## config.mk

```make
export PLATFORM = sky130hd
export DESIGN_NAME = axi_lite_reg_slave_flat
export DESIGN_NICKNAME = d
export VERILOG_FILES = /design/src/rtl/axi_lite_reg_slave_if.sv /design/src/rtl/axi_lite_reg_slave.sv /design/src/flat_wrapper.sv
export SDC_FILE = /design/constraint.sdc
export NUM_CORES = 1
export LEC_CHECK = 0
export BUFFER_PORTS_ARGS = -buffer_cell sky130_fd_sc_hd__buf_2
export CORE_UTILIZATION = 40
export DETAILED_ROUTE_END_ITERATION = 7
export GPL_TIMING_DRIVEN = 0
export SYNTH_ARGS = -nofsm -noshare
export SYNTH_HDL_FRONTEND = slang
export SYNTH_SLANG_ARGS = --single-unit
```

## constraint.sdc

```tcl
create_clock -name ACLK -period 2.1 [get_ports ACLK]
set_input_delay 0.42 -clock ACLK [delete_from_list [all_inputs] [get_ports ACLK]]
set_output_delay 0.42 -clock ACLK [all_outputs]
set_load 0.01 [all_outputs]
```

## src/rtl/axi_lite_reg_slave_if.sv

```systemverilog
// rtl/axi_lite_reg_slave_if.sv - AXI4-Lite channel bundle for the register slave
interface axi_lite_reg_slave_if #(
  parameter int DATA_W = 32,
  parameter int ADDR_W = 4
);
  logic [ADDR_W-1:0] AWADDR;
  logic              AWVALID;
  logic              AWREADY;
  logic [DATA_W-1:0] WDATA;
  logic              WVALID;
  logic              WREADY;
  logic [1:0]        BRESP;
  logic              BVALID;
  logic              BREADY;
  logic [ADDR_W-1:0] ARADDR;
  logic              ARVALID;
  logic              ARREADY;
  logic [DATA_W-1:0] RDATA;
  logic [1:0]        RRESP;
  logic              RVALID;
  logic              RREADY;

  modport master (
    output AWADDR, AWVALID, WDATA, WVALID, BREADY, ARADDR, ARVALID, RREADY,
    input  AWREADY, WREADY, BRESP, BVALID, ARREADY, RDATA, RRESP, RVALID
  );

  modport slave (
    input  AWADDR, AWVALID, WDATA, WVALID, BREADY, ARADDR, ARVALID, RREADY,
    output AWREADY, WREADY, BRESP, BVALID, ARREADY, RDATA, RRESP, RVALID
  );
endinterface

```

## src/rtl/axi_lite_reg_slave.sv

```systemverilog
// rtl/axi_lite_reg_slave.sv - AXI4-Lite slave: three RW registers and a RO counter status word
module axi_lite_reg_slave #(
  parameter int                DATA_W   = 32,
  parameter int                ADDR_W   = 4,
  parameter logic [DATA_W-1:0] REG0_RST = '0,
  parameter logic [DATA_W-1:0] REG1_RST = '0,
  parameter logic [DATA_W-1:0] REG2_RST = '0
) (
  input logic                 ACLK,
  input logic                 ARESETn,
  axi_lite_reg_slave_if.slave bus
);
  localparam logic [1:0] RESP_OKAY   = 2'b00;
  localparam logic [1:0] RESP_SLVERR = 2'b10;
  localparam logic [1:0] IDX_STATUS  = 2'd3;

  logic              init;
  logic              aw_full;
  logic              w_full;
  logic [ADDR_W-1:0] aw_addr;
  logic [DATA_W-1:0] w_data;
  logic              bvalid;
  logic [1:0]        bresp;
  logic              rvalid;
  logic [1:0]        rresp;
  logic [DATA_W-1:0] rdata;
  logic [DATA_W-1:0] reg0;
  logic [DATA_W-1:0] reg1;
  logic [DATA_W-1:0] reg2;
  logic [15:0]       wr_cnt;
  logic [15:0]       rd_cnt;

  logic              awready;
  logic              wready;
  logic              arready;
  logic              aw_hs;
  logic              w_hs;
  logic              b_hs;
  logic              ar_hs;
  logic              r_hs;
  logic              commit;
  logic              wr_ok;
  logic              rd_ok;
  logic [1:0]        wr_idx;
  logic [1:0]        rd_idx;
  logic [DATA_W-1:0] rd_word;

  // READY outputs stay low until one clock after reset release
  assign awready = init & ~aw_full;
  assign wready  = init & ~w_full;
  assign arready = init & ~rvalid;

  assign aw_hs = bus.AWVALID & awready;
  assign w_hs  = bus.WVALID & wready;
  assign b_hs  = bvalid & bus.BREADY;
  assign ar_hs = bus.ARVALID & arready;
  assign r_hs  = rvalid & bus.RREADY;

  assign wr_idx = aw_addr[3:2];
  assign wr_ok  = (aw_addr[1:0] == 2'b00) && (wr_idx != IDX_STATUS);
  assign commit = aw_full & w_full & ~bvalid;

  assign rd_idx = bus.ARADDR[3:2];
  assign rd_ok  = (bus.ARADDR[1:0] == 2'b00);

  assign bus.AWREADY = awready;
  assign bus.WREADY  = wready;
  assign bus.ARREADY = arready;
  assign bus.BVALID  = bvalid;
  assign bus.BRESP   = bresp;
  assign bus.RVALID  = rvalid;
  assign bus.RRESP   = rresp;
  assign bus.RDATA   = rdata;

  // STATUS reports counts as they stood before this edge's updates
  always_comb begin
    rd_word = '0;
    case (rd_idx)
      2'd0:    rd_word = reg0;
      2'd1:    rd_word = reg1;
      2'd2:    rd_word = reg2;
      default: rd_word = {wr_cnt, rd_cnt};
    endcase
  end

  always_ff @(posedge ACLK or negedge ARESETn) begin
    if (!ARESETn) begin
      init <= 1'b0;
    end else begin
      init <= 1'b1;
    end
  end

  always_ff @(posedge ACLK or negedge ARESETn) begin
    if (!ARESETn) begin
      aw_full <= 1'b0;
      aw_addr <= '0;
    end else if (aw_hs) begin
      aw_full <= 1'b1;
      aw_addr <= bus.AWADDR;
    end else if (commit) begin
      aw_full <= 1'b0;
    end
  end

  always_ff @(posedge ACLK or negedge ARESETn) begin
    if (!ARESETn) begin
      w_full <= 1'b0;
      w_data <= '0;
    end else if (w_hs) begin
      w_full <= 1'b1;
      w_data <= bus.WDATA;
    end else if (commit) begin
      w_full <= 1'b0;
    end
  end

  always_ff @(posedge ACLK or negedge ARESETn) begin
    if (!ARESETn) begin
      bvalid <= 1'b0;
      bresp  <= RESP_OKAY;
    end else if (commit) begin
      bvalid <= 1'b1;
      bresp  <= wr_ok ? RESP_OKAY : RESP_SLVERR;
    end else if (b_hs) begin
      bvalid <= 1'b0;
    end
  end

  always_ff @(posedge ACLK or negedge ARESETn) begin
    if (!ARESETn) begin
      reg0 <= REG0_RST;
      reg1 <= REG1_RST;
      reg2 <= REG2_RST;
    end else if (commit && wr_ok) begin
      case (wr_idx)
        2'd0:    reg0 <= w_data;
        2'd1:    reg1 <= w_data;
        2'd2:    reg2 <= w_data;
        default: ;
      endcase
    end
  end

  always_ff @(posedge ACLK or negedge ARESETn) begin
    if (!ARESETn) begin
      wr_cnt <= '0;
    end else if (commit && wr_ok) begin
      wr_cnt <= wr_cnt + 16'd1;
    end
  end

  always_ff @(posedge ACLK or negedge ARESETn) begin
    if (!ARESETn) begin
      rd_cnt <= '0;
    end else if (ar_hs && rd_ok) begin
      rd_cnt <= rd_cnt + 16'd1;
    end
  end

  always_ff @(posedge ACLK or negedge ARESETn) begin
    if (!ARESETn) begin
      rvalid <= 1'b0;
      rresp  <= RESP_OKAY;
      rdata  <= '0;
    end else if (ar_hs) begin
      rvalid <= 1'b1;
      rresp  <= rd_ok ? RESP_OKAY : RESP_SLVERR;
      rdata  <= rd_ok ? rd_word : '0;
    end else if (r_hs) begin
      rvalid <= 1'b0;
    end
  end
endmodule

```

## src/flat_wrapper.sv

```systemverilog
// flat-port wrapper written by rule: the top's interface ports become plain ports
module axi_lite_reg_slave_flat 
#(
  parameter int                DATA_W   = 32,
  parameter int                ADDR_W   = 4,
  parameter logic [DATA_W-1:0] REG0_RST = '0,
  parameter logic [DATA_W-1:0] REG1_RST = '0,
  parameter logic [DATA_W-1:0] REG2_RST = '0
)
  (ACLK, ARESETn, bus_AWADDR, bus_AWVALID, bus_WDATA, bus_WVALID, bus_BREADY, bus_ARADDR, bus_ARVALID, bus_RREADY, bus_AWREADY, bus_WREADY, bus_BRESP, bus_BVALID, bus_ARREADY, bus_RDATA, bus_RRESP, bus_RVALID);
  axi_lite_reg_slave_if #(.DATA_W(DATA_W), .ADDR_W(ADDR_W)) bus_i ();
  input logic ACLK;
  input logic ARESETn;
  input wire logic [$bits(bus_i.AWADDR)-1:0] bus_AWADDR;
  input wire logic [$bits(bus_i.AWVALID)-1:0] bus_AWVALID;
  input wire logic [$bits(bus_i.WDATA)-1:0] bus_WDATA;
  input wire logic [$bits(bus_i.WVALID)-1:0] bus_WVALID;
  input wire logic [$bits(bus_i.BREADY)-1:0] bus_BREADY;
  input wire logic [$bits(bus_i.ARADDR)-1:0] bus_ARADDR;
  input wire logic [$bits(bus_i.ARVALID)-1:0] bus_ARVALID;
  input wire logic [$bits(bus_i.RREADY)-1:0] bus_RREADY;
  output wire logic [$bits(bus_i.AWREADY)-1:0] bus_AWREADY;
  output wire logic [$bits(bus_i.WREADY)-1:0] bus_WREADY;
  output wire logic [$bits(bus_i.BRESP)-1:0] bus_BRESP;
  output wire logic [$bits(bus_i.BVALID)-1:0] bus_BVALID;
  output wire logic [$bits(bus_i.ARREADY)-1:0] bus_ARREADY;
  output wire logic [$bits(bus_i.RDATA)-1:0] bus_RDATA;
  output wire logic [$bits(bus_i.RRESP)-1:0] bus_RRESP;
  output wire logic [$bits(bus_i.RVALID)-1:0] bus_RVALID;
  assign bus_i.AWADDR = bus_AWADDR;
  assign bus_i.AWVALID = bus_AWVALID;
  assign bus_i.WDATA = bus_WDATA;
  assign bus_i.WVALID = bus_WVALID;
  assign bus_i.BREADY = bus_BREADY;
  assign bus_i.ARADDR = bus_ARADDR;
  assign bus_i.ARVALID = bus_ARVALID;
  assign bus_i.RREADY = bus_RREADY;
  assign bus_AWREADY = bus_i.AWREADY;
  assign bus_WREADY = bus_i.WREADY;
  assign bus_BRESP = bus_i.BRESP;
  assign bus_BVALID = bus_i.BVALID;
  assign bus_ARREADY = bus_i.ARREADY;
  assign bus_RDATA = bus_i.RDATA;
  assign bus_RRESP = bus_i.RRESP;
  assign bus_RVALID = bus_i.RVALID;
  axi_lite_reg_slave #(.DATA_W(DATA_W), .ADDR_W(ADDR_W), .REG0_RST(REG0_RST), .REG1_RST(REG1_RST), .REG2_RST(REG2_RST)) u_core (.ACLK(ACLK), .ARESETn(ARESETn), .bus(bus_i));
endmodule
```

==> results of run 1 <==
[worst max-delay path by stage]
stage | startpoint | end | slack (ps) | depth (start not counted)
detailed placement | bus_ARVALID | u_core.bus.RDATA[23]$_DFFE_PN0P_ | -90 | 5
global route | u_core.aw_addr[3]$_DFFE_PN0P_ | u_core.reg0[13]$_DFFE_PN0P_ | 6 | 6
floorplan | u_core.aw_addr[2]$_DFFE_PN0P_ | u_core.reg0[10]$_DFFE_PN0P_ | 240 | 5
global placement | ARESETn | u_core.w_data[16]$_DFFE_PN0P_ | -2590 | 1
finish | u_core.aw_addr[3]$_DFFE_PN0P_ | u_core.reg0[13]$_DFFE_PN0P_ | 70 | 6
CTS | u_core.aw_addr[2]$_DFFE_PN0P_ | u_core.reg0[22]$_DFFE_PN0P_ | 5 | 6
[Yosys cell counts]
master / instances / area [µm²]
dfrtp_1: 203 / 5080
mux2_2: 131 / 1475
a22o_1: 32 / 280.3
mux4_2: 32 / 720.7
nand2_1: 19 / 71.32
xor2_1: 16 / 140.1
xnor2_1: 14 / 122.6
clkbuf_1: 11 / 41.29
buf_2: 10 / 50.05
nand3_1: 10 / 50.05
inv_1: 8 / 30.03
nor3_1: 7 / 35.03
nand4_1: 6 / 37.54
buf_4: 5 / 37.54
and3_1: 4 / 25.02
nand3b_1: 4 / 30.03
nor2_1: 4 / 15.01
nor2b_1: 4 / 25.02
buf_1: 3 / 11.26
nor4_1: 3 / 18.77
o21ai_0: 3 / 15.01
a21oi_1: 2 / 10.01
and4_1: 2 / 17.52
conb_1: 2 / 7.510
ha_1: 2 / 25.02
mux2_1: 2 / 22.52
nor4_2: 2 / 25.02
a211o_1: 1 / 8.760
nor2_2: 1 / 6.260
nor3_2: 1 / 10.01
nor3_4: 1 / 16.27
nor3b_1: 1 / 7.510
nor4_4: 1 / 21.27
or2_1: 1 / 6.260
or3b_2: 1 / 8.760
[state kept, by name (all words and copies together) (netlist names)]
| register | count |
|---|---|
| u_core.reg0 | 32 |
| u_core.wr_cnt | 16 |
| u_core.reg1 | 32 |
| u_core.bus.RRESP | 1 |
| u_core.init | 1 |
| u_core.reg2 | 32 |
| u_core.w_full | 1 |
| u_core.bus.BVALID | 1 |
| u_core.aw_full | 1 |
| u_core.w_data | 32 |
| u_core.bus.RDATA | 32 |
| u_core.rd_cnt | 16 |
| u_core.bus.RVALID | 1 |
| u_core.aw_addr | 4 |
| u_core.bus.BRESP | 1 |
[cell families after synthesis]
family                     synth area share [%]
muxes                                     26.08
and+or+nand+nor                           5.017
other                                   0.08831
DFF                                       59.73
AOI/OAI and AO/OA                         3.693
adders and majority gates                0.2942
buffers and inverters                     2.001
xor gates and xnor gates                  3.090
[routing by layer]
metal / vias up / wire length [µm] / track usage, %
met5: - / 0 / 0
met1: 2647 / 8302 / 24.22
met3: 27 / 616 / 2.593
met4: 0 / 381 / 4.742
li1: 2255 / - / -
met2: 89 / 9133 / 29.98
[area by class of cell]
cell class                 count  area [µm²]
clock buffer                  34       676.9
inverter                       8       30.03
tap                          270       337.8
sequential                   203        5082
buffer                        29       160.2
timing repair buffer          95       548.0
multi-input combinational    310        3281
clock inverter                 7       88.84
fill                        1796       10350
[worst max-delay path, delay by kind of cell, from the launching register on]
kind	cells	cell delay [ps]
AOI/OAI and AO/OA	1	370
buffers and inverters	2	300
DFF	1	420
muxes	1	350
and+or+nand+nor	2	450
[power by group]
part | leakage (nW) | internal (mW) | switching [mW]
Combinational | 1.89 | 1.37 | 0.839
Sequential | 2.67 | 5.01 | 0.784
Clock | 0.381 | 2.47 | 1.55
[metrics by stage]
stage                     cells  power (mW)
after CTS                   951       12.11
final                       956       12.02
after detailed placement    905       7.998
after floorplan             550       7.200
after global routing        956       12.66
after global placement      904       7.810
[what timing repair did]
item                       4_1_cts  5_1_grt
hold endpoints to repair        73        0
pin swaps                        1        4
hold buffers                     1        0
setup buffers                    3        5
cloned                           1        0
setup endpoints to repair       60      125
resized for setup                7       15
==> flow_summary.ini, run 1 <==
[synth]
yosysWarnings = 0
synthDistinctLibCells = 35
synthesis.area_um2 = 8504
avgSynthCellArea_um2 = 15.49
ys_seq_area_share_pct = 59.73
synth_cells = 549
synth-seq-cells = 203

[floorplan]
coreArea_um2 = 20560
die_w_um = 147.8
start_util_pct = 41.36
fp-row-count = 52
fp.dieH_um = 147.8
dieArea_um2 = 21850
ios = 88

[outcome]
status = complete, no violations

[grt]
grt_max_degree = 131
gr-total-overflow = 0
grt_antenna_before_repair = 0
grt_pass1_vias = 5404
grt_pass1_wl_um = 30220
track_usage_pct = 17.83

[critical_path]
cp.arrival_ps = 2400
rr_startpoint = u_core.aw_addr[3]$_DFFE_PN0P_
cp-end-kind = flop
crit_path_max_incr_delay_ps = 420
crit_required_ps = 2480
rr_worst_depth = 6
reg2reg_setup_slack_ps = 70
path_cells = a211o_4, or2_4, nor3_4, buf_12, buf_6, mux2_2
r2r_end = u_core.reg0[13]$_DFFE_PN0P_
criticalPathCategory = reg2reg
critPathSlowestCell = dfrtp_2
worstSetupStartpointType = flop
cp_max_fo = 10

[clock_tree]
clk_pin_slew_ps = 60
cts_tree = built
clkLatencyLatePin_ps = 510
cts_root_buf = clkbuf_16
cts_made_buffers = 23
clk_path_buf_depth = 3
clock_sinks = 203
h-tree-depth = 1

[layout]
diodes = 0
layout_common_cells = dfrtp_1, mux2_2, buf_2, mux4_2, a22o_1
nNetsFinal = 719
final_util_pct = 49.63
finalInstanceArea_um2 = 10200
areaGrowthSynthToFinish_pct = 19.99
drive_gt1_share_pct = 47.23
final_common_cell = dfrtp_1

[placement]
place_ws_ps = -90.76
dpl_cell_area_um2 = 9304
io_buffers = 84
place.gp.congestion = 0.7620
place_hpwl_um = 12180

[timing]
fin_ws_ps = 74.47
whs_ps = 89.15
drv_slew = 0
rsz0062_at_grt = no
period_share_pct = 96.45
period_minus_slack_ps = 2026
tightest_slew_ps = 780.3
fmax_ghz = 0.4937
tns_ps = 0
slew_headroom_pct = 47.98
hold_violations = 0
final.setup_skew_ps = 15.29
setup_violations = 0

[job]
drv_cap = 0

[detailed_routing]
drtAntennaViolNets = 0
finalWirelength_um = 18430
drt_pass1_iterations = 4
drt_iter0_drc = 215
vias_per_cell = 5.249
detail_route.wl_per_cell_um = 19.28
vias = 5018
drc = 0

[hold_path]
hp-start = bus_BREADY
hold_class = in2reg
whs_endpoint = u_core.bus.BVALID$_DFFE_PN0P_
holdPathStages = 2

[pwr]
vdd_drop_max_mv = 0.5895
p_leak_nw = 4.939
power_density_nw_per_um2 = 1178
Power figures use the tool's default switching activity.
==> run 2: changes to the inputs <==
RECOVER_POWER = 25   (was default)
==> flow_summary.ini, run 2 (synthesized netlist as in run 1, its figures left out) <==
[critical_path]
critPathSlowestCell = dfrtp_2
cp_max_fo = 10
cp.arrival_ps = 2420
criticalPathCategory = reg2reg
critical_path_buf_inv_count = 2
path_cells = a211o_4, or2_4, nor3_4, buf_12, buf_6, mux2_2
r2r_end = u_core.reg0[22]$_DFFE_PN0P_
rr_worst_depth = 6
crit_path_max_incr_delay_ps = 420
crit_required_ps = 2490
worstSetupStartpointType = flop
cp-end-kind = flop
reg2reg_setup_slack_ps = 70
rr_startpoint = u_core.aw_addr[3]$_DFFE_PN0P_
path_delay_family = simple AND/OR/NAND/NOR gates

[clock_tree]
clock_sinks = 203
cts_made_buffers = 23
cts_tree = built
clk_pin_slew_ps = 60
cts_root_buf = clkbuf_16
clkLatencyLatePin_ps = 510
clk_path_buf_depth = 3
h-tree-depth = 1

[pwr]
p_int_mw = 8.839
swShare_pct = 26.44
power_frac_seq_pct = 48.3
power_density_nw_per_um2 = 1181
p_leak_nw = 4.834
clockPowerShare_pct = 33.5
power_switching_mw = 3.177
vdd_drop_max_mv = 0.5895
combPwrFrac_pct = 18.3
power.total_mw = 12.02

[layout]
stdcell_count = 956
multi_input_area_um2 = 3281
layout_common_cells = dfrtp_1, mux2_2, buf_2, clkbuf_1
final_common_cell = dfrtp_1
nNetsFinal = 719
drive_gt1_share_pct = 43.59
areaGrowthSynthToFinish_pct = 19.63
finalInstanceArea_um2 = 10170
ff_latch_area_um2 = 5082
diodes = 0
final_util_pct = 49.48
fillCellCount = 1812

[hold_path]
holdPathStages = 2
whs_endpoint = u_core.bus.BVALID$_DFFE_PN0P_
hold_class = in2reg
hp-start = bus_BREADY

[grt]
grt_pass1_wl_um = 30220
grt_antenna_before_repair = 0
grt_pass1_vias = 5404
gr-total-overflow = 0
track_usage_pct = 17.83
grt_max_degree = 131

[timing]
slew_headroom_pct = 47.96
fmax_ghz = 0.4923
fin_ws_ps = 68.56
final.setup_skew_ps = 14.84
drv_slew = 0
period_minus_slack_ps = 2031
tns_ps = 0
period_share_pct = 96.74
hold_violations = 0
tightest_slew_ps = 780.6
rsz0062_at_grt = no
setup_violations = 0
whs_ps = 89.05

[placement]
place_hpwl_um = 12180
io_buffers = 84
place.gp.congestion = 0.7620
place_ws_ps = -90.76
dpl_cell_area_um2 = 9304
dp_cells = 905

[floorplan]
fp.dieH_um = 147.8
die_w_um = 147.8
coreArea_um2 = 20560
dieArea_um2 = 21850
ios = 88
start_util_pct = 41.36
fp-row-count = 52

[detailed_routing]
drt_iter0_drc = 211
drt_pass1_iterations = 4
vias = 5011
detail_route.wl_per_cell_um = 19.35
drc = 0
vias_per_cell = 5.242
drtAntennaViolNets = 0
finalWirelength_um = 18500

[outcome]
status = complete, no violations

[job]
drv_cap = 0
run 2: layout make-up:
type                       count  area share, %
inverter                       8         0.2952
tap                          270          3.321
buffer                        29          1.574
clock inverter                 7         0.8732
multi-input combinational    310          32.25
clock buffer                  34          6.654
timing repair buffer          95          5.079
sequential                   203          49.96
run 2: power groups by stage:
stage	registers (mW)	logic (mW)	clock network [mW]
detailed placement	5.88	2.12	0
CTS	5.82	2.17	4.13
global route	5.98	2.41	4.26
floorplan	5.61	1.59	0
finish	5.80	2.20	4.02
global placement	5.78	2.03	0
run 2: worst max path at each step:
stage / start / endpoint / slack (ps) / cells past startpoint
floorplan: u_core.aw_addr[2]$_DFFE_PN0P_ / u_core.reg0[10]$_DFFE_PN0P_ / 240 / 5
detailed placement: bus_ARVALID / u_core.bus.RDATA[23]$_DFFE_PN0P_ / -90 / 5
CTS: u_core.aw_addr[2]$_DFFE_PN0P_ / u_core.reg0[22]$_DFFE_PN0P_ / 5 / 6
global route: u_core.aw_addr[3]$_DFFE_PN0P_ / u_core.reg0[13]$_DFFE_PN0P_ / 6 / 6
global placement: ARESETn / u_core.w_data[16]$_DFFE_PN0P_ / -2590 / 1
finish: u_core.aw_addr[3]$_DFFE_PN0P_ / u_core.reg0[22]$_DFFE_PN0P_ / 70 / 6
run 2: timing repair:
action	CTS	global route
endpoints found under the hold margin	73	0
pin swaps	1	4
resized for setup	7	15
setup buffers	3	5
cloned	1	0
endpoints found under the setup margin	60	125
hold buffers	1	0
run 2: layer usage:
metal  track usage (%)  vias to the layer above  share of wire [%]
met4             4.742                        0                2.1
met3             2.593                       27                3.3
li1                  -                     2256                  -
met5                 0                        -                  0
met2             29.98                       85                 50
met1             24.22                     2643                 45
